## config.mk

```make
export PLATFORM = sky130hd
export DESIGN_NAME = tcm_port_arbiter
export DESIGN_NICKNAME = d
export VERILOG_FILES = /design/src/rtl/mem_defines.sv /design/src/rtl/tcm_rsp_reg.sv /design/src/rtl/tcm_port_arbiter.sv
export SDC_FILE = /design/constraint.sdc
export NUM_CORES = 1
export LEC_CHECK = 0
export CAP_MARGIN = 20
export CORE_AREA = 2 2 111 113
export CTS_CLUSTER_DIAMETER = 120
export CTS_CLUSTER_SIZE = 28
export DETAILED_ROUTE_END_ITERATION = 7
export DIE_AREA = 0 0 113 115
export HOLD_SLACK_MARGIN = 0.15
export PLACE_DENSITY = 0.64
export RECOVER_POWER = 50
export REMOVE_ABC_BUFFERS = 1
export SYNTH_ARGS = -nofsm -noshare
export SYNTH_HDL_FRONTEND = slang
export SYNTH_HIERARCHICAL = 1
export SYNTH_SLANG_ARGS = --single-unit
export TNS_END_PERCENT = 20
```

## constraint.sdc

```tcl
create_clock -name clk_i -period 1.93 [get_ports clk_i]
set_input_delay 0.2895 -clock clk_i [delete_from_list [all_inputs] [get_ports clk_i]]
set_output_delay 0.2895 -clock clk_i [all_outputs]
set_load 0.02 [all_outputs]
```

## src/rtl/mem_defines.sv

```systemverilog
// Shared TCM definitions: response-type encoding, tag width and default TCM size.
package mem_defines;
  localparam int TCM_TAG_W     = 11;
  localparam int TCM_MEM_BYTES = 65536;

  typedef enum logic [2:0] {
    IDLE       = 3'd0,
    RAM_RD     = 3'd1,
    RAM_WR     = 3'd2,
    NOSLOT_OK  = 3'd3,
    NOSLOT_ERR = 3'd4
  } tcm_rsp_e;
endpackage

```

## src/rtl/tcm_rsp_reg.sv

```systemverilog
// Per-port response register: captures what an accepted request owes the core
// and presents it exactly one cycle later.
module tcm_rsp_reg
  import mem_defines::*;
#(
  parameter int TAG_W = TCM_TAG_W
) (
  input  logic             clk_i,
  input  logic             rst_i,
  input  logic             i_load,
  input  logic [2:0]       i_type,
  input  logic [TAG_W-1:0] i_tag,
  input  logic [31:0]      i_rdata,
  output logic             o_valid,
  output logic             o_error,
  output logic [31:0]      o_data,
  output logic [TAG_W-1:0] o_tag
);
  tcm_rsp_e         r_type;
  logic [TAG_W-1:0] r_tag;

  always_ff @(posedge clk_i) begin
    if (!rst_i) begin
      r_type <= IDLE;
      r_tag  <= '0;
    end else begin
      r_type <= i_load ? tcm_rsp_e'(i_type) : IDLE;
      r_tag  <= i_load ? i_tag : '0;
    end
  end

  // Gated by reset so a response falling due while reset is held is dropped.
  always_comb begin
    o_valid = rst_i & (r_type != IDLE);
    o_error = rst_i & (r_type == NOSLOT_ERR);
    o_data  = (rst_i && r_type == RAM_RD) ? i_rdata : '0;
    o_tag   = rst_i ? r_tag : '0;
  end
endmodule

```

## src/rtl/tcm_port_arbiter.sv

```systemverilog
// Shares one single-port byte-writable TCM SRAM between instruction fetch and
// data ports; data wins by default, a starvation counter forces fetch through.
module tcm_port_arbiter
  import mem_defines::*;
#(
  parameter  int MEM_BYTES    = TCM_MEM_BYTES,
  parameter  int STARVE_LIMIT = 4,
  localparam int AW           = $clog2(MEM_BYTES) - 2
) (
  input  logic                 clk_i,
  input  logic                 rst_i,
  input  logic                 mem_i_rd_i,
  input  logic [31:0]          mem_i_pc_i,
  input  logic                 mem_i_flush_i,
  input  logic                 mem_i_invalidate_i,
  output logic                 mem_i_accept_o,
  output logic                 mem_i_valid_o,
  output logic                 mem_i_error_o,
  output logic [31:0]          mem_i_inst_o,
  input  logic [31:0]          mem_d_addr_i,
  input  logic [31:0]          mem_d_data_wr_i,
  input  logic                 mem_d_rd_i,
  input  logic [3:0]           mem_d_wr_i,
  input  logic [TCM_TAG_W-1:0] mem_d_req_tag_i,
  input  logic                 mem_d_cacheable_i,
  input  logic                 mem_d_invalidate_i,
  input  logic                 mem_d_writeback_i,
  input  logic                 mem_d_flush_i,
  output logic                 mem_d_accept_o,
  output logic                 mem_d_ack_o,
  output logic                 mem_d_error_o,
  output logic [31:0]          mem_d_data_rd_o,
  output logic [TCM_TAG_W-1:0] mem_d_resp_tag_o,
  output logic                 ram_en_o,
  output logic [3:0]           ram_we_o,
  output logic [AW-1:0]        ram_addr_o,
  output logic [31:0]          ram_wdata_o,
  input  logic [31:0]          ram_rdata_i
);
  localparam logic [31:0] MEM_TOP    = 32'(MEM_BYTES);
  localparam logic [3:0]  STARVE_MAX = 4'(STARVE_LIMIT);

  logic       w_d_acc, w_d_maint, w_d_in, w_d_ram, w_d_oor, w_d_win;
  logic       w_i_in, w_i_ram, w_i_oor, w_i_win;
  logic [2:0] w_d_type, w_i_type;
  logic       w_i_tag_unused;
  logic       w_unused_inputs;
  logic [3:0] r_starve_cnt;

  // The TCM is uncached, so fetch-side maintenance and cacheability are ignored.
  assign w_unused_inputs = mem_i_flush_i | mem_i_invalidate_i | mem_d_cacheable_i;

  always_comb begin
    w_d_acc   = mem_d_rd_i | (|mem_d_wr_i);
    w_d_maint = rst_i & ~w_d_acc & (mem_d_flush_i | mem_d_invalidate_i | mem_d_writeback_i);
    w_d_in    = mem_d_addr_i < MEM_TOP;
    w_d_ram   = rst_i & w_d_acc & w_d_in;
    w_d_oor   = rst_i & w_d_acc & ~w_d_in;
    w_i_in    = mem_i_pc_i < MEM_TOP;
    w_i_ram   = rst_i & mem_i_rd_i & w_i_in;
    w_i_oor   = rst_i & mem_i_rd_i & ~w_i_in;

    w_i_win   = w_i_ram & (~w_d_ram | (r_starve_cnt == STARVE_MAX));
    w_d_win   = w_d_ram & ~w_i_win;

    mem_d_accept_o = w_d_maint | w_d_oor | w_d_win;
    mem_i_accept_o = w_i_oor | w_i_win;

    ram_en_o    = w_d_win | w_i_win;
    ram_we_o    = w_d_win ? mem_d_wr_i : 4'b0000;
    ram_wdata_o = w_d_win ? mem_d_data_wr_i : 32'h0;
    ram_addr_o  = '0;
    if (w_i_win)      ram_addr_o = mem_i_pc_i[AW+1:2];
    else if (w_d_win) ram_addr_o = mem_d_addr_i[AW+1:2];

    if (w_d_win)      w_d_type = (|mem_d_wr_i) ? RAM_WR : RAM_RD;
    else if (w_d_oor) w_d_type = NOSLOT_ERR;
    else              w_d_type = NOSLOT_OK;
    w_i_type = w_i_win ? RAM_RD : NOSLOT_ERR;
  end

  // Counts consecutive cycles a fetch that wants the SRAM has been refused.
  always_ff @(posedge clk_i) begin
    if (!rst_i)
      r_starve_cnt <= 4'd0;
    else if (w_i_ram && !w_i_win)
      r_starve_cnt <= (r_starve_cnt == STARVE_MAX) ? STARVE_MAX : r_starve_cnt + 4'd1;
    else
      r_starve_cnt <= 4'd0;
  end

  tcm_rsp_reg #(.TAG_W(TCM_TAG_W)) u_rsp_d (
    .clk_i   (clk_i),
    .rst_i   (rst_i),
    .i_load  (mem_d_accept_o),
    .i_type  (w_d_type),
    .i_tag   (mem_d_req_tag_i),
    .i_rdata (ram_rdata_i),
    .o_valid (mem_d_ack_o),
    .o_error (mem_d_error_o),
    .o_data  (mem_d_data_rd_o),
    .o_tag   (mem_d_resp_tag_o)
  );

  tcm_rsp_reg #(.TAG_W(1)) u_rsp_i (
    .clk_i   (clk_i),
    .rst_i   (rst_i),
    .i_load  (mem_i_accept_o),
    .i_type  (w_i_type),
    .i_tag   (1'b0),
    .i_rdata (ram_rdata_i),
    .o_valid (mem_i_valid_o),
    .o_error (mem_i_error_o),
    .o_data  (mem_i_inst_o),
    .o_tag   (w_i_tag_unused)
  );
endmodule

```

==> After elaboration in Yosys (flattened, before gate mapping) <==
Cells that the tools add are included.
{ "word_totals": {"output_inout_bits": 132, "input_bits": 153, "latch_bits": 0, "memories": 0, "ramBits": 0, "romBits": 0, "ff_bits": 21, "word_cells": 65} }
{ "op_classes": {"addsub": 1, "n_bitwise": 29, "n_lt_le_gt_ge": 2, "eq_ne": 5, "div_mod_pow": 0, "mux": 12, "n_shift": 0, "n_mul": 0, "n_reduce_logical": 11} }
{ "ops": {"columns": ["operator", "n"], "rows": [
  ["$mux W32", 3],
  ["$lt A32 B17 Y1 const B", 2],
  ["$mux W14", 2],
  ["$and A1 B1 Y1", 14],
  ["$mux W3", 4],
  ["$mux W11", 1],
  ["$or A1 B1 Y1", 8],
  ["$not A1 Y1", 7],
  ["$eq A3 B1 Y1 const B", 2],
  ["$eq A3 B3 Y1 const B", 2],
  ["$reduce_and A2 Y1", 3],
  ["$reduce_bool A3 Y1", 2],
  ["$add A4 B1 Y4 const B", 1],
  ["$eq A4 B3 Y1 const B", 1],
  ["$mux W4", 1],
  ["$reduce_or A4 Y1", 1],
  ["$logic_and A1 B1 Y1", 3],
  ["$reduce_or A3 Y1", 1],
  ["$mux W2", 1],
  ["$logic_not A1 Y1", 1]
]} }

==> Depth between registers and ports, before layout <==
{ "depth": {"ltp_word": 11, "depth_mapped": 8, "depth_no_buf": 7} }

==> By module <==
The synthesis kept the hierarchy.
{ "by_module_without_submodules": {"columns": ["mod", "cells_each", "area_each_um2", "seq_area_each_um2", "n_inst"], "rows": [
  ["tcm_port_arbiter", 108, 798.3, 80.1, 1],
  ["tcm_rsp_reg (u_rsp_d)", 81, 733.2, 280.3, 1],
  ["tcm_rsp_reg (u_rsp_i)", 48, 395.4, 80.1, 1]
]} }

==> Worst setup path before layout <==
Ideal clock, no wire load.
{ "synth_timing": {"kind": "input to output", "start": "input port mem_d_wr_i[1]", "end": "output port ram_addr_o[10]", "cell_stages": 5, "n_path_buf": 1, "slack_ns": -0.171, "t_arrival_ns": 1.811, "required_time_ns": 1.640, "path_cell_list": "or4_4 -> o21a_4 -> a311oi_4 -> buf_6 -> a22o_2"} }
{ "synth_via": {"elab_chain_cells": 11} }
{ "synth_rtl": {"columns": ["item", "line", "rtl"], "rows": [
  ["start, declared", "tcm_port_arbiter.sv:23", "input logic [3:0] mem_d_wr_i,"],
  ["$reduce_or A4 Y1 *", "tcm_port_arbiter.sv:54", "w_d_acc = mem_d_rd_i | (|mem_d_wr_i);"],
  ["$or A1 B1 Y1 *", "tcm_port_arbiter.sv:54", null],
  ["$and A1 B1 Y1 * (2 in a row)", "tcm_port_arbiter.sv:57", "w_d_ram = rst_i & w_d_acc & w_d_in;"],
  ["$not A1 Y1", "tcm_port_arbiter.sv:63", "w_i_win = w_i_ram & (~w_d_ram | (r_starve_cnt == STARVE_MAX));"],
  ["$or A1 B1 Y1", "tcm_port_arbiter.sv:63", null],
  ["$and A1 B1 Y1", "tcm_port_arbiter.sv:63", null],
  ["$not A1 Y1", "tcm_port_arbiter.sv:64", "w_d_win = w_d_ram & ~w_i_win;"],
  ["$and A1 B1 Y1", "tcm_port_arbiter.sv:64", null],
  ["$mux W14", "tcm_port_arbiter.sv:74", "else if (w_d_win) ram_addr_o = mem_d_addr_i[AW+1:2];"],
  ["$mux W14 *", "tcm_port_arbiter.sv:73", "if (w_i_win) ram_addr_o = mem_i_pc_i[AW+1:2];"],
  ["end, declared", "tcm_port_arbiter.sv:36", "output logic [AW-1:0] ram_addr_o,"]
]} }
Every way passes the cells marked *; elsewhere a longest branch is shown, timed or not.

==> Worst setup path after layout <==
{ "layout_timing": {"start": "input port mem_d_wr_i[1]", "end": "output port ram_addr_o[2]"} }
Same word-level chain as after synthesis.

==> impl_metrics.json <==
{
  "htreeDepth": 1,
  "required_ns": 1.64,
  "final_antenna_net_count": 0,
  "maxCapViolCount": 0,
  "fin_cells": 685,
  "cts_buffers": 3,
  "dp_hpwl_um": 8250,
  "worst_path_most_repeated_cell": "buf_6",
  "violations": "design-rule violations, negative setup slack",
  "busiest_layer": "met2",
  "netlist_area_mm2": 0.00189,
  "reg2reg_to": "u_rsp_i/r_type[2]$_SDFF_PN0_",
  "arrival_ns": 1.95,
  "vias_per_cell": 4.17,
  "grt_pass1_wl_um": 15000,
  "vias": 2858,
  "start_kind": "primary input",
  "whs_ns": 0.521,
  "antenna_cells": 0,
  "setup_violations": 55,
  "dp.cells": 674,
  "min_period_ns": 2.24,
  "grt_antenna_before_repair": 0,
  "reg2reg_from": "r_starve_cnt[0]$_SDFF_PP0_",
  "die_area_mm2": 0.0130,
  "path_cells": "buf_6, or4_4, o21ai_2, buf_6, a211oi_4, buf_6, buf_12, a22o_4, buf_6",
  "die_y_um": 115,
  "cts_tree": "yes",
  "root_buffer": "clkbuf_16",
  "grt_max_degree": 37,
  "wirelength_um": 10200,
  "grt_use_met2_pct": 29.3,
  "finalNetCount": 694,
  "routedWlPerCell_um": 14.9,
  "peakVddDrop_mv": 0.308,
  "fmax_mhz": 446,
  "die_w_um": 113,
  "worstSetupEndpointType": "primary output",
  "first_pass_iters": 8,
  "rsz0062_at_grt": "true",
  "core-area_mm2": 0.0118,
  "layout-area-overhead-vs-synth_pct": 167,
  "syn_area_per_cell_um2": 8.08,
  "io_buffers": 277,
  "r2r_slack_ns": -0.01,
  "grt_usage_pct": 14.4,
  "slowest_stage": "or4_4",
  "crit_type": "primary input to primary output",
  "tns_ns": -12.77,
  "ios": 285,
  "finalWorstSetupSlack_ns": -0.310,
  "clk_pin_slew_ns": 0.05,
  "final_util_pct": 42.8,
  "fin_crit_sh_pct": 116,
  "use_met3_pct": 3.11,
  "p_leak_nw": 2.39,
  "gr-total-overflow": 0,
  "drv_slew": 0,
  "outcome": "finished with violations",
  "worstHoldStart": "r_starve_cnt[0]$_SDFF_PP0_",
  "critical_path.max_stage_delay_ns": 0.55,
  "finalHoldViolCount": 0,
  "reg2reg_depth": 12,
  "holdPathStages": 2,
  "drive_gt1_share_pct": 43.1,
  "clock_skew_ns": 0.00101,
  "hp-class": "flip-flop to flip-flop",
  "row_count": 40,
  "hold_path_end": "r_starve_cnt[0]$_SDFF_PP0_",
  "clk_latency_ns": 0.25,
  "syn_inst": 234,
  "clock_path_buffers": 2,
  "route.detailed.drc": 19,
  "drtIter0Drc": 72,
  "start_util_pct": 16.0,
  "grt_pass1_vias": 2876,
  "gp_congestion": 0.770,
  "p_per_area_mw_per_mm2": 261,
  "crit_fanout": 16,
  "grt_use_met1_pct": 14.9,
  "clock_sinks": 21,
  "yosysWarningCount": 6
}
-- power breakdown --
group          internal, W  switching [W]
Combinational     0.000302       0.000142
Sequential        0.000447     0.00000428
Clock             0.000278       0.000150
Total              0.00103       0.000296
-- final cells by class --
class / instances / area, µm²
fill: 1199 / 6750
timing repair buffer: 315 / 2790
multi-input combinational: 195 / 1570
sequential: 21 / 423
tap: 147 / 184
clock buffer: 3 / 75.1
inverter: 3 / 11.3
clock inverter: 1 / 5.00
-- state kept, by name, summed over array words and instances, names as in the netlist --
signal	flops
u_rsp_d/r_type	3
r_starve_cnt	4
u_rsp_i/r_type	3
u_rsp_d/r_tag	11
-- repair_timing --
action                                  4_1_cts  5_1_grt
endpoints found under the setup margin      148      120
setup buffers                                 5        0
resized for setup                           453      158
pin swaps                                    32       10
gates cloned                                  2        0
hold buffers                                  0        0
-- worst max-delay path by stage --
stage	from	end	slack [ns]	cells past startpoint
3_5_place_dp	mem_d_wr_i[0]	ram_addr_o[3]	-1.13	7
3_3_place_gp	mem_d_wr_i[0]	ram_addr_o[5]	-1.11	7
2_1_floorplan	r_starve_cnt[0]$_SDFF_PP0_	ram_we_o[1]	-1.74	6
5_1_grt	mem_d_rd_i	ram_addr_o[5]	-0.35	8
4_1_cts	mem_d_wr_i[1]	ram_addr_o[6]	-0.28	8
6_report	mem_d_wr_i[1]	ram_addr_o[2]	-0.31	9
-- worst max-delay path: cells and delay by family --
| family | cells | cell delay, ns |
|---|---|---|
| AOI/OAI and AO/OA | 3 | 0.44 |
| buffers and inverters | 5 | 0.65 |
| and+or+nand+nor | 1 | 0.55 |
-- per-layer routing --
layer,part of all wire (%),vias to the layer above
li1,-,1399
met1,35,1264
met2,53,183
met3,10,12
met4,1.7,0
met5,0,-
-- layout by cell type, fill, tap and decap left out, types with 5 or more instances in the layout --
cell type / n
buf_2: 13
clkbuf_2: 57
and2_2: 15
clkdlybuf4s50_1: 121
a22o_4: 13
dfxtp_1: 19
nand2_1: 5
buf_6: 31
and2_1: 94
nor3_1: 6
clkdlybuf4s15_1: 18
and3_2: 10
buf_4: 51
buf_12: 6
and3_1: 8
dlygate4sd2_1: 13
-- stage by stage --
| step | worst slack, ns | area, µm² | total power, W |
|---|---|---|---|
| 6_report | -0.310 | 5060 | 0.00132 |
| 4_1_cts | -0.277 | 5150 | 0.00134 |
| 3_5_place_dp | -1.13 | 5040 | 0.000908 |
| 3_3_place_gp | -1.11 | 5040 | 0.000901 |
| 2_1_floorplan | -1.74 | 1780 | 0.000527 |
| 5_1_grt | -0.350 | 5060 | 0.00139 |
(Power assumes the default switching activity.)
